File: config.mk
export PLATFORM = sky130hd
export DESIGN_NAME = ama_riscv_uart_mmio
export DESIGN_NICKNAME = d
export VERILOG_FILES = /design/src/rtl/ama_riscv_uart_mmio.sv
export SDC_FILE = /design/constraint.sdc
export NUM_CORES = 1
export LEC_CHECK = 0
export CORE_ASPECT_RATIO = 1.1
export CORE_MARGIN = 5
export CORE_UTILIZATION = 51
export DETAILED_ROUTE_END_ITERATION = 8
export GPL_ROUTABILITY_DRIVEN = 0
export HOLD_SLACK_MARGIN = 0.03
export PLACE_DENSITY_LB_ADDON = 0.08
export REMOVE_ABC_BUFFERS = 1
export SETUP_SLACK_MARGIN = 0.1
export SKIP_CTS_REPAIR_TIMING = 1
export SYNTH_ARGS = -nofsm -noshare
export SYNTH_HDL_FRONTEND = slang
export SYNTH_SLANG_ARGS = --single-unit
File: constraint.sdc
create_clock -name clk -period 2.1 [get_ports clk]
set_input_delay 0.42 -clock clk [delete_from_list [all_inputs] [get_ports clk]]
set_output_delay 0.42 -clock clk [all_outputs]
set_load 0.005 [all_outputs]
File: src/rtl/ama_riscv_uart_mmio.sv
// MMIO UART peripheral: three word registers (ctrl, rx_data, tx_data) decoded by the core,
// an 8N1 transmitter and a mid-bit sampling 8N1 receiver behind a 2-flop synchronizer.
module ama_riscv_uart_mmio #(
    parameter int unsigned CLK_FREQ_HZ = 100_000_000,
    parameter int unsigned BAUD        = 115_200
) (
    input  logic        clk,
    input  logic        rst,
    input  logic        req_valid,
    input  logic        req_rtype,
    input  logic [1:0]  req_addr,
    input  logic [31:0] req_wdata,
    output logic        rsp_valid,
    output logic [31:0] rsp_data,
    input  logic        serial_in,
    output logic        serial_out
);

    localparam int unsigned CLKS_PER_BIT = CLK_FREQ_HZ / BAUD;
    localparam int unsigned CNT_W        = (CLKS_PER_BIT > 1) ? $clog2(CLKS_PER_BIT) : 1;
    localparam logic [CNT_W-1:0] CNT_LAST = CNT_W'(CLKS_PER_BIT - 1);
    localparam logic [CNT_W-1:0] CNT_HALF = CNT_W'(CLKS_PER_BIT / 2 - 1);

    localparam logic       DMEM_READ  = 1'b0;
    localparam logic       DMEM_WRITE = 1'b1;

    localparam logic [1:0] ADDR_CTRL = 2'd0;
    localparam logic [1:0] ADDR_RX   = 2'd1;
    localparam logic [1:0] ADDR_TX   = 2'd2;

    localparam logic [1:0] S_IDLE  = 2'd0;
    localparam logic [1:0] S_START = 2'd1;
    localparam logic [1:0] S_DATA  = 2'd2;
    localparam logic [1:0] S_STOP  = 2'd3;

    // ---------------- request decode ----------------
    logic tx_wr;
    logic rx_rd;
    logic rd_req;

    assign rd_req = req_valid && (req_rtype == DMEM_READ);
    assign tx_wr  = req_valid && (req_rtype == DMEM_WRITE) && (req_addr == ADDR_TX);
    assign rx_rd  = rd_req && (req_addr == ADDR_RX);

    // ---------------- transmitter ----------------
    logic [1:0]       tx_state_q, tx_state_d;
    logic [CNT_W-1:0] tx_cnt_q, tx_cnt_d;
    logic [2:0]       tx_bit_q, tx_bit_d;
    logic [7:0]       tx_shift_q, tx_shift_d;
    logic             serial_out_q, serial_out_d;
    logic             tx_ready;

    // tx_ready is purely a function of state so a write in the last STOP cycle is dropped
    assign tx_ready = (tx_state_q == S_IDLE);

    always_comb begin
        tx_state_d   = tx_state_q;
        tx_cnt_d     = tx_cnt_q;
        tx_bit_d     = tx_bit_q;
        tx_shift_d   = tx_shift_q;
        serial_out_d = serial_out_q;
        case (tx_state_q)
            S_IDLE: begin
                if (tx_wr) begin
                    tx_state_d   = S_START;
                    tx_cnt_d     = '0;
                    tx_bit_d     = 3'd0;
                    tx_shift_d   = req_wdata[7:0];
                    serial_out_d = 1'b0;
                end
            end
            S_START: begin
                if (tx_cnt_q == CNT_LAST) begin
                    tx_state_d   = S_DATA;
                    tx_cnt_d     = '0;
                    serial_out_d = tx_shift_q[0];
                end else begin
                    tx_cnt_d = tx_cnt_q + 1'b1;
                end
            end
            S_DATA: begin
                if (tx_cnt_q == CNT_LAST) begin
                    tx_cnt_d = '0;
                    if (tx_bit_q == 3'd7) begin
                        tx_state_d   = S_STOP;
                        serial_out_d = 1'b1;
                    end else begin
                        tx_bit_d     = tx_bit_q + 3'd1;
                        tx_shift_d   = {1'b0, tx_shift_q[7:1]};
                        serial_out_d = tx_shift_q[1];
                    end
                end else begin
                    tx_cnt_d = tx_cnt_q + 1'b1;
                end
            end
            default: begin
                if (tx_cnt_q == CNT_LAST) begin
                    tx_state_d = S_IDLE;
                    tx_cnt_d   = '0;
                end else begin
                    tx_cnt_d = tx_cnt_q + 1'b1;
                end
            end
        endcase
    end

    always_ff @(posedge clk) begin
        if (rst) begin
            tx_state_q   <= S_IDLE;
            tx_cnt_q     <= '0;
            tx_bit_q     <= 3'd0;
            tx_shift_q   <= 8'h00;
            serial_out_q <= 1'b1;
        end else begin
            tx_state_q   <= tx_state_d;
            tx_cnt_q     <= tx_cnt_d;
            tx_bit_q     <= tx_bit_d;
            tx_shift_q   <= tx_shift_d;
            serial_out_q <= serial_out_d;
        end
    end

    assign serial_out = serial_out_q;

    // ---------------- receiver ----------------
    logic             rx_sync1_q, rx_sync2_q, rx_prev_q;
    logic [1:0]       rx_state_q, rx_state_d;
    logic [CNT_W-1:0] rx_cnt_q, rx_cnt_d;
    logic [2:0]       rx_bit_q, rx_bit_d;
    logic [7:0]       rx_shift_q, rx_shift_d;
    logic [7:0]       rx_byte_q, rx_byte_d;
    logic             rx_valid_q, rx_valid_d;

    always_comb begin
        rx_state_d = rx_state_q;
        rx_cnt_d   = rx_cnt_q;
        rx_bit_d   = rx_bit_q;
        rx_shift_d = rx_shift_q;
        rx_byte_d  = rx_byte_q;
        // completion below overrides the read-clear, so a coinciding read keeps rx_valid set
        rx_valid_d = rx_valid_q && !rx_rd;
        case (rx_state_q)
            S_IDLE: begin
                if (rx_prev_q && !rx_sync2_q) begin
                    rx_state_d = S_START;
                    rx_cnt_d   = '0;
                end
            end
            S_START: begin
                if (rx_cnt_q == CNT_HALF) begin
                    rx_cnt_d = '0;
                    rx_bit_d = 3'd0;
                    rx_state_d = rx_sync2_q ? S_IDLE : S_DATA;
                end else begin
                    rx_cnt_d = rx_cnt_q + 1'b1;
                end
            end
            S_DATA: begin
                if (rx_cnt_q == CNT_LAST) begin
                    rx_cnt_d   = '0;
                    rx_shift_d = {rx_sync2_q, rx_shift_q[7:1]};
                    if (rx_bit_q == 3'd7) begin
                        rx_state_d = S_STOP;
                    end else begin
                        rx_bit_d = rx_bit_q + 3'd1;
                    end
                end else begin
                    rx_cnt_d = rx_cnt_q + 1'b1;
                end
            end
            default: begin
                if (rx_cnt_q == CNT_LAST) begin
                    rx_state_d = S_IDLE;
                    rx_cnt_d   = '0;
                    if (rx_sync2_q) begin
                        rx_byte_d  = rx_shift_q;
                        rx_valid_d = 1'b1;
                    end
                end else begin
                    rx_cnt_d = rx_cnt_q + 1'b1;
                end
            end
        endcase
    end

    always_ff @(posedge clk) begin
        if (rst) begin
            rx_sync1_q <= 1'b1;
            rx_sync2_q <= 1'b1;
            rx_prev_q  <= 1'b1;
            rx_state_q <= S_IDLE;
            rx_cnt_q   <= '0;
            rx_bit_q   <= 3'd0;
            rx_shift_q <= 8'h00;
            rx_byte_q  <= 8'h00;
            rx_valid_q <= 1'b0;
        end else begin
            rx_sync1_q <= serial_in;
            rx_sync2_q <= rx_sync1_q;
            rx_prev_q  <= rx_sync2_q;
            rx_state_q <= rx_state_d;
            rx_cnt_q   <= rx_cnt_d;
            rx_bit_q   <= rx_bit_d;
            rx_shift_q <= rx_shift_d;
            rx_byte_q  <= rx_byte_d;
            rx_valid_q <= rx_valid_d;
        end
    end

    // ---------------- read response ----------------
    logic        rsp_valid_q, rsp_valid_d;
    logic [31:0] rsp_data_q, rsp_data_d;

    always_comb begin
        rsp_valid_d = rd_req;
        rsp_data_d  = 32'h0;
        if (rd_req) begin
            case (req_addr)
                ADDR_CTRL: rsp_data_d = {30'b0, rx_valid_q, tx_ready};
                ADDR_RX:   rsp_data_d = {24'b0, rx_byte_q};
                default:   rsp_data_d = 32'h0;
            endcase
        end
    end

    always_ff @(posedge clk) begin
        if (rst) begin
            rsp_valid_q <= 1'b0;
            rsp_data_q  <= 32'h0;
        end else begin
            rsp_valid_q <= rsp_valid_d;
            rsp_data_q  <= rsp_data_d;
        end
    end

    assign rsp_valid = rsp_valid_q;
    assign rsp_data  = rsp_data_q;

endmodule
== After elaboration in Yosys (flattened, before gate mapping) ==
Index checks and enable logic that the tools add are counted.
Operators by class
  equality and inequality tests: 21
  muxes and demuxes: 41
  reductions and logical operators: 25
  bitwise logic cells: 3
  $add $sub $neg: 4
Operators by type and width (number)
  $mux 10: 6
  $pmux 8 s2: 2
  $mux 8: 3
  $mux 2: 11
  $add 10x1->10 const B: 2
  $eq 10x10->1 const B: 2
  $ne 2x2->1 const B: 10
  $pmux 10 s2: 1
  $mux 3: 6
  $pmux 2 s3: 2
  $pmux 3 s2: 2
  $reduce_and 4->1: 3
  $eq 10x9->1 const B: 1
  $reduce_and 5->1: 2
  $mux 1: 7
  $add 3x1->3 const B: 2
  $eq 2x1->1 const B: 3
  $eq 2x2->1 const B: 3
  $eq 3x3->1 const B: 2
  $logic_and 1x1->1: 6
  $logic_not 2->1: 3
  $reduce_bool 2->1: 3
  $reduce_bool 3->1: 2
  $not 1->1: 3
  6 further kinds: 7
Word-level totals
  register bits after elaboration: 92

== Longest topological paths before layout ==
Gate-level depths: netlist (run 1).
  depth in word-level cells: 8
  depth in mapped cells: 8
  gate-level depth less buffers: 6

== Worst setup path after synthesis (run 1) ==
OpenSTA, ideal clock, no wires.
  path kind: reg-to-reg
  start: register tx_state_q[0]
  end: register tx_cnt_q[8]
  path slack: 242 ps
  cell stages (with the launch flop): 8
  library setup time: 61 ps
  arrival: 1798 ps
  period minus slack after synthesis: 1858 ps
  cells stage by stage: dfxtp_1 -> inv_1 -> ha_1 -> clkbuf_1 -> or2_2 -> a31oi_1 -> and3_1 -> a221o_1
On the way
  cells in the longest elaborated chain, start to end: 2
  elaborated cells on any way between the ends: 3
  classes of those cells: 1 x eq/ne; 1 x mux; 1 x reduce/logical
RTL lines
  start, declared: RTL line 46  | logic [1:0] tx_state_q, tx_state_d;
  start signal, assigned: RTL line 115  | tx_state_q <= tx_state_d;
  $logic_not 2->1 *: RTL line 62  | case (tx_state_q)
  $ne 2x2->1 (no line) / $mux 10 (equally long branches)
  end signal, assigned: RTL line 116  | tx_cnt_q <= tx_cnt_d;
  end, declared: RTL line 47  | logic [CNT_W-1:0] tx_cnt_q, tx_cnt_d;
Mark *: on every way between the ends. The rest lies on a longest branch, timed or not.
A chain may end at the register's enable or synchronous reset.

== Final worst setup path (run 1) ==
  start: input req_valid
  end: register tx_state_q[0]
On the way
  cells in the longest elaborated chain, start to end: 4
RTL lines
  start, declared: RTL line 9  | input logic req_valid,
  $logic_and 1x1->1 (2 in a row): RTL line 42  | assign tx_wr = req_valid && (req_rtype == DMEM_WRITE) && (req_addr == ADDR_TX);
  $ne 2x2->1 (no line)
  $reduce_and 5->1 (no line)
No other way between the ends.

==> impl_metrics.env, run 1 <==
export IMPL_run_status="completed"
export IMPL_hpwlAfterDp_um=4727
export IMPL_hp_class="flip-flop to flip-flop"
export IMPL_clk_path_buf_depth=2
export IMPL_nets=462
export IMPL_grt_pass1_wl_um=11090
export IMPL_syn_inst=372
export IMPL_timing_final_ws_setup_ps=222.5
export IMPL_place_ws_ps=-153.4
export IMPL_whs_ps=428.2
export IMPL_drc=0
export IMPL_yosysSeqAreaShare_pct=40.22
export IMPL_gr_total_overflow=0
export IMPL_crit_required_ps=2350
export IMPL_antenna_found_initial=0
export IMPL_seq_area_um2=1363
export IMPL_p_total_mw=3.464
export IMPL_portBuffers=24
export IMPL_cts_sinks=68
export IMPL_syn_to_final_growth_pct=19.00
export IMPL_cp_top_family="simple AND/OR/NAND/NOR gates"
export IMPL_p_leak_nw=1.549
export IMPL_slew_limit_headroom_pct=66.52
export IMPL_start_kind="primary input"
export IMPL_reg2reg_depth=5
export IMPL_clk_latency_ps=350
export IMPL_min_path_cells=1
export IMPL_yosys_top_cells_count="dfxtp_1 (68), nand2_1 (37), mux2i_1 (32), nor2_1 (29), buf_4 (25)"
export IMPL_vias_per_cell=5.341
export IMPL_vdd_drop_max_mv=0.5400
export IMPL_synth_top_area_cell="dfxtp_1"
export IMPL_root_buffer="clkbuf_8"
export IMPL_grt_use_total_pct=16.72
export IMPL_setup_viol=0
export IMPL_drv_cap=0
export IMPL_wl_per_cell_um=13.07
export IMPL_slew_viol_final=0
export IMPL_ys_ff_latch=68
export IMPL_slowest_delay_ps=480
export IMPL_arrival_ps=2130
export IMPL_netlist_area_um2=3384
export IMPL_rsz0062_at_grt="yes"
export IMPL_ant_nets=0
export IMPL_n_antenna_cell=0
export IMPL_dieWidth_um=87.67
export IMPL_synth_edf_count=0
export IMPL_cts_buffers=9
export IMPL_vias=2665
export IMPL_finalHoldViolCount=0
export IMPL_post_synth_cell_area_avg_um2=9.098
export IMPL_path_cells="clkdlybuf4s50_1, and4b_1, nor2_1, buf_4, or3_1, o41ai_2"
export IMPL_finalCritPeriodShare_pct=89.40
export IMPL_htreeDepth=3
export IMPL_fmax_mhz=532.6
export IMPL_wl_um=6524
export IMPL_dieArea_um2=8367
export IMPL_clk_pin_slew_ps=70
export IMPL_rows=31
export IMPL_path_buf_inv=2
export IMPL_n_fill_cell=564
export IMPL_slowest_stage="clkdlybuf4s50_1"
export IMPL_endpoint_kind="flip-flop"
export IMPL_first_pass_iters=4
export IMPL_layout_drive_gt1_share_pct=14.63
export IMPL_die_y_um=95.44
export IMPL_multi_input_area_um2=1828
export IMPL_ys_async_sr_fraction_pct=0
export IMPL_ios=73
export IMPL_yosysMostFrequentCell="dfxtp_1"
export IMPL_coreArea_um2=6516
export IMPL_final_min_clock_period_ps=1877
export IMPL_cts_tree="done"
export IMPL_cp_num_cells=6
export IMPL_critical_path_class="primary input to flip-flop"
export IMPL_start_util_pct=51.94
export IMPL_synth_ff_type="dfxtp_1"
export IMPL_finalClockSkew_ps=7.984
export IMPL_first_iter_violations=141
export IMPL_yosysWarnings=0
export IMPL_tightestPinTransition_ps=495.5
export IMPL_synth_area_top_cells="dfxtp_1 (40%), mux2i_1 (9.5%), buf_4 (5.5%), nand2_1 (4.1%), ha_1 (4.1%)"
export IMPL_crit_fanout=6
export IMPL_synth_top_area_share_pct=40.22
export IMPL_grt_max_degree=23
export IMPL_grt_pass1_vias=2547
export IMPL_p_per_area_nw_per_um2=860.0
export IMPL_yosys_cell_types_count=58
## layout make-up
class / instances / share of cell area, %
clock inverter: 6 / 2.796
sequential: 68 / 33.83
tap: 82 / 2.547
clock buffer: 10 / 3.169
multi-input combinational: 273 / 45.39
timing repair buffer: 49 / 11.25
inverter: 11 / 1.025
## cell usage in the layout, fill, tap and decap left out, types with 3 or more instances in the layout
master	count
a21oi_1	10
a31oi_1	6
and2_1	7
and3_1	6
buf_4	23
bufinv_16	3
clkbuf_8	9
clkdlybuf4s50_1	24
conb_1	24
dfxtp_1	67
ha_1	11
inv_1	11
mux2i_1	32
nand2_1	37
nand2b_1	5
nand3_1	11
nand4_1	6
nor2_1	28
nor3_1	4
nor3b_1	3
o2111ai_1	3
o211ai_1	5
o21ai_0	9
o221a_2	7
or2_2	5
or3_1	6
or4_1	3
xor2_1	6
## kinds of logic (layout without fill, tap and decap cells)
family,count (synthesis),after routing,share of synthesized area [%]
AOI/OAI and AO/OA,58,58,13.01
xor gates and xnor gates,8,8,2.070
adders and majority gates,11,11,4.066
buffers and inverters,54,76,8.873
DFF,68,68,40.22
muxes,32,32,9.464
other,1,24,0.1108
and+or+nand+nor,140,140,22.18
## power breakdown
group	switching, mW	internal [mW]	total (mW)
sequential	0.0627	1.38	1.44
combinational	0.389	0.347	0.736
clock	0.498	0.791	1.29
## worst register-to-register path, cell delays in order, from the launching register on
cell      delay [ps]
dfxtp_1          390
ha_1             250
and4bb_1         340
nand3_1          140
o221a_2          250
a2111o_1         370
## flip-flops by register name, indices dropped and copies added, names as in the netlist
| signal | flops |
|---|---|
| rx_cnt_q | 10 |
| tx_cnt_q | 10 |
| rsp_data | 8 |
| rx_byte_q | 8 |
| rx_shift_q | 8 |
| tx_shift_q | 8 |
| rx_bit_q | 3 |
| tx_bit_q | 3 |
| rx_state_q | 2 |
| tx_state_q | 2 |
| rsp_valid | 1 |
| rx_prev_q | 1 |
| rx_sync1_q | 1 |
| rx_sync2_q | 1 |
| rx_valid_q | 1 |
| serial_out | 1 |
## routing by layer
| layer | vias to the layer above | part of all wire (%) | global-route usage [%] |
|---|---|---|---|
| met1 | 1248 | 44 | 19.86 |
| li1 | 1360 | - | - |
| met2 | 43 | 50 | 28.33 |
| met4 | 0 | 2.4 | 9.719 |
| met3 | 14 | 3.5 | 2.593 |
| met5 | - | 0 | 0 |
## worst paths after layout
path,slack (ps),startpoint,to
worst max-delay path,220,req_valid,tx_state_q[0]
worst min-delay path,430,rx_sync1_q,rx_sync2_q
worst max register to register,240,tx_cnt_q[0],serial_out
worst min register to register,430,rx_sync1_q,rx_sync2_q
## per-stage QoR
| step | TNS, ps | std cells | instance area [µm²] | utilization [%] |
|---|---|---|---|---|
| after floorplan | 0 | 352 | 3212 | - |
| after global placement | -101.6 | 483 | 3767 | 57.81 |
| after detailed placement | -153.4 | 483 | 3767 | 57.81 |
| after CTS | 0 | 499 | 4008 | 61.50 |
| after global routing | 0 | 499 | 4028 | 61.81 |
| final | 0 | 499 | 4028 | 61.81 |
No activity file was read; power rests on OpenSTA's default activity.
==> run 2, diff against run 1 <==
- CAP_MARGIN: unset -> 40
- CORE_MARGIN: 5 -> unset
- CORE_UTILIZATION: 51 -> 53
- CTS_BUF_LIST: unset -> sky130_fd_sc_hd__clkbuf_4
==> run 2 against run 1 <==
- final cell count shrank 0.20%
- register-to-register slack lost 40 ps
- combinational power is essentially flat
- critical path type is now flip-flop to flip-flop
- largest cell class unchanged
- largest power group unchanged
==> impl_metrics.env, run 2 (same netlist as run 1, synthesis figures left out) <==
export IMPL_layout_common_cells="dfxtp_1 (68), nand2_1 (37), mux2i_1 (32)"
export IMPL_critical_path_class="flip-flop to flip-flop"
export IMPL_final_common_cell="dfxtp_1"
export IMPL_nets=464
export IMPL_vias_per_cell=5.428
export IMPL_p_leak_nw=1.502
export IMPL_finish_utilization_pct=63.82
export IMPL_min_path_cells=1
export IMPL_root_buffer="clkbuf_4"
export IMPL_wl_um=6428
export IMPL_ios=73
export IMPL_syn_to_final_growth_pct=16.08
export IMPL_ant_nets=0
export IMPL_clk_latency_ps=420
export IMPL_portBuffers=24
export IMPL_slew_viol_final=0
export IMPL_rsz0062_at_grt="yes"
export IMPL_tightestPinTransition_ps=490.2
export IMPL_holdCritStartpoint="rx_sync1_q"
export IMPL_start_util_pct=54.98
export IMPL_rrSetupSlack_ps=200
export IMPL_grt_max_degree=36
export IMPL_p_per_area_nw_per_um2=762.2
export IMPL_r2r_start="tx_bit_q[0]"
export IMPL_crit_fanout=4
export IMPL_hpwlAfterDp_um=4602
export IMPL_totalNegativeSetupSlack_ps=0
export IMPL_top_regs="rx_cnt_q (10), tx_cnt_q (10)"
export IMPL_drv_cap=0
export IMPL_p_total_mw=2.994
export IMPL_cts_buffers=9
export IMPL_first_iter_violations=81
export IMPL_drc=0
export IMPL_endpoint_kind="flip-flop"
export IMPL_htreeDepth=3
export IMPL_vdd_drop_max_mv=0.6136
export IMPL_whs_ps=419.3
export IMPL_cts_tree="done"
export IMPL_dieArea_um2=6709
export IMPL_start_kind="flip-flop"
export IMPL_reg2reg_depth=6
export IMPL_layout_drive_gt1_share_pct=14.83
export IMPL_dieWidth_um=78.19
export IMPL_finalClockSkew_ps=12.73
export IMPL_hp_class="flip-flop to flip-flop"
export IMPL_n_fill_cell=554
export IMPL_hold_end="rx_sync2_q"
export IMPL_antenna_found_initial=0
export IMPL_fmax_mhz=525.1
export IMPL_final_min_clock_period_ps=1905
export IMPL_clk_pin_slew_ps=110
export IMPL_crit_required_ps=2410
export IMPL_timing_final_ws_setup_ps=195.4
export IMPL_final_cell_area_um2=3929
export IMPL_n_antenna_cell=0
export IMPL_seq_area_um2=1361
export IMPL_wl_per_cell_um=12.91
export IMPL_run_status="completed"
export IMPL_finalHoldViolCount=0
export IMPL_rows=30
export IMPL_grt_use_total_pct=20.47
export IMPL_die_y_um=85.81
export IMPL_first_pass_iters=4
export IMPL_setup_viol=0
export IMPL_rr_endpoint="tx_bit_q[2]"
export IMPL_slew_limit_headroom_pct=66.87
export IMPL_worstSetupStartpoint="tx_bit_q[0]"
export IMPL_clk_path_buf_depth=2
export IMPL_vias=2703
export IMPL_finalCritPeriodShare_pct=90.69
export IMPL_place_ws_ps=-15.42
export IMPL_placed_area_um2=3780
export IMPL_gr_total_overflow=0
export IMPL_coreArea_um2=6156
export IMPL_grt_pass1_wl_um=10810
export IMPL_instances_no_fill=498
export IMPL_cts_sinks=68
export IMPL_dp_cells=483
export IMPL_grt_pass1_vias=2461
export IMPL_arrival_ps=2210
export IMPL_multi_input_area_um2=1829
run 2: how the worst max path moves through the flow:
stage                         end  slack (ps)  cells after the start
floorplan           tx_shift_q[1]          90                      6
global placement    tx_shift_q[6]          -4                      6
detailed placement  tx_state_q[0]         -20                      6
CTS                   tx_bit_q[2]         130                      6
global route          tx_bit_q[2]          40                      6
finish                tx_bit_q[2]         200                      6
run 2: metal layers:
layer  wire, µm  GRT usage [%]
met5          0              0
met4        104          8.249
met3        257          6.170
met2       3085          34.37
met1       2981          24.39
run 2: final cells by class:
cell class              instances  share of cell area [%]
clock inverters                 5                   1.369
well taps                      80                   2.548
multi-input cells             273                   46.56
flip-flops and latches         68                   34.65
repair buffers                 51                   11.91
clock buffers                  10                   1.911
inverters                      11                   1.051
run 2: power by group:
part           total (mW)  switching (mW)  internal, mW
logic               0.735           0.385         0.350
clock network       0.817           0.453         0.364
registers            1.44          0.0665          1.38
run 2: critical path, stage by stage (launching register included):
cell     delay (ps)
dfxtp_1         340
ha_1            190
ha_1            230
nor4b_2         250
and4_1          350
o21ai_0         160
a32o_1          280
==> run 3, diff against run 2 <==
- CORE_ASPECT_RATIO: 1.1 -> unset
==> run 3 against run 2 <==
- power grew 5.8%
- sequential share of layout area decreased by 0.12 points
- worst setup slack worse by 14 ps
- critical path depth decreased by 1
- non-clock buffer count stayed put
- flip-flop and latch count stayed put
- clock-buffer cell count shrank 1
- final cell count down 0.80%
- largest cell class unchanged
- die area about the same
==> impl_metrics.env, run 3 (same netlist as run 1, synthesis figures left out) <==
export IMPL_use_met2_pct=34.79
export IMPL_clk_latency_ps=430
export IMPL_portBuffers=24
export IMPL_p_per_area_nw_per_um2=801.7
export IMPL_drc=0
export IMPL_grt_use_total_pct=20.53
export IMPL_r2r_start="tx_cnt_q[0]"
export IMPL_crit_fanout=6
export IMPL_antenna_found_initial=0
export IMPL_drv_cap=0
export IMPL_ios=73
export IMPL_fmax_mhz=521.1
export IMPL_arrival_ps=2280
export IMPL_endpoint_kind="flip-flop"
export IMPL_dieArea_um2=6709
export IMPL_start_util_pct=56.17
export IMPL_finish_utilization_pct=65.55
export IMPL_layout_drive_gt1_share_pct=15.04
export IMPL_first_pass_iters=4
export IMPL_vias=2675
export IMPL_dp_cells=478
export IMPL_dieWidth_um=81.91
export IMPL_n_antenna_cell=0
export IMPL_instances_no_fill=494
export IMPL_top_regs="rx_cnt_q (10), tx_cnt_q (10)"
export IMPL_slew_viol_final=0
export IMPL_ant_nets=0
export IMPL_cts_tree="done"
export IMPL_finalCritPeriodShare_pct=91.38
export IMPL_wl_per_cell_um=13.13
export IMPL_grt_pass1_wl_um=10440
export IMPL_p_leak_nw=1.517
export IMPL_run_status="completed"
export IMPL_vias_per_cell=5.415
export IMPL_vdd_drop_max_mv=0.6081
export IMPL_gr_total_overflow=0
export IMPL_rows=28
export IMPL_critical_path_class="flip-flop to flip-flop"
export IMPL_worstSetupStartpoint="tx_cnt_q[0]"
export IMPL_clk_path_buf_depth=2
export IMPL_start_kind="flip-flop"
export IMPL_hpwlAfterDp_um=4611
export IMPL_nets=464
export IMPL_cts_buffers=9
export IMPL_finalClockSkew_ps=15.51
export IMPL_final_min_clock_period_ps=1919
export IMPL_grt_max_degree=23
export IMPL_hp_class="flip-flop to flip-flop"
export IMPL_grtUsageMet3_pct=7.667
export IMPL_finalHoldViolCount=0
export IMPL_syn_to_final_growth_pct=16.71
export IMPL_crit_required_ps=2470
export IMPL_grt_pass1_vias=2364
export IMPL_rsz0062_at_grt="no"
export IMPL_cts_sinks=68
export IMPL_root_buffer="clkbuf_4"
export IMPL_grt_util_met1_pct=23.64
export IMPL_gr_max_usage_layer="met2"
export IMPL_coreArea_um2=6026
export IMPL_clk_pin_slew_ps=120
export IMPL_holdCritStartpoint="rx_sync1_q"
export IMPL_first_iter_violations=102
export IMPL_wl_um=6486
export IMPL_htreeDepth=3
export IMPL_die_y_um=81.91
export IMPL_setup_viol=0
export IMPL_layout_common_cells="dfxtp_1 (66), nand2_1 (37), mux2i_1 (32)"
export IMPL_final_common_cell="dfxtp_1"
-- run 3: cell count changes in the layout (fill, tap and decap cells not counted), sizes merged --
cell,delta
clkbuf,-1
inv,+2
clkinv,+1
bufinv,+1
clkinvlp,-2
-- run 3: where the power goes --
| group | total [mW] | leakage (nW) | internal [mW] | switching (mW) |
|---|---|---|---|---|
| clock network | 0.990 | 0.0885 | 0.491 | 0.499 |
| logic | 0.734 | 0.877 | 0.344 | 0.390 |
| registers | 1.44 | 0.551 | 1.38 | 0.0653 |
| total | 3.17 | 1.52 | 2.21 | 0.955 |
-- run 3: final timing paths --
check             slack, ps  cells after the start            end
setup / recovery        180                      5  tx_shift_q[6]
hold / removal          430                      1     rx_sync2_q
hold reg to reg         430                      1     rx_sync2_q
setup reg to reg        180                      5  tx_shift_q[6]
-- run 3: final cells by class --
| cell class | instances | area, µm² |
|---|---|---|
| clock buffer | 9 | 67.56 |
| multi-input combinational | 273 | 1829 |
| timing repair buffer | 51 | 455.4 |
| inverter | 11 | 41.29 |
| fill | 502 | 2076 |
| sequential | 68 | 1364 |
| clock inverter | 7 | 98.84 |
| tap | 75 | 93.84 |
-- run 3: stage by stage --
stage               cell area, µm²  power (mW)  hold slack (ps)  setup slack [ps]  TNS (ps)
floorplan                     3212       1.891            389.5             90.79         0
global placement              3761       2.180            393.0             4.445         0
detailed placement            3761       2.198            398.7            -19.03    -19.03
CTS                           3928       3.192            427.8            -16.74    -29.59
global route                  3950       3.348            460.9             106.7         0
finish                        3950       3.167            426.8             181.0         0
-- run 3: critical path, cell delays in order, from the launching register on --
cell and delay (ps):
dfxtp_1 360, ha_1 250, and4bb_1 290, and4_1 260
nor2_1 420, o221a_2 280
-- run 3: layer usage --
metal | up-vias | share of wire [%]
met5 | - | 0
li1 | 1366 | -
met3 | 9 | 3.5
met2 | 49 | 48
met4 | 0 | 1.4
met1 | 1251 | 47
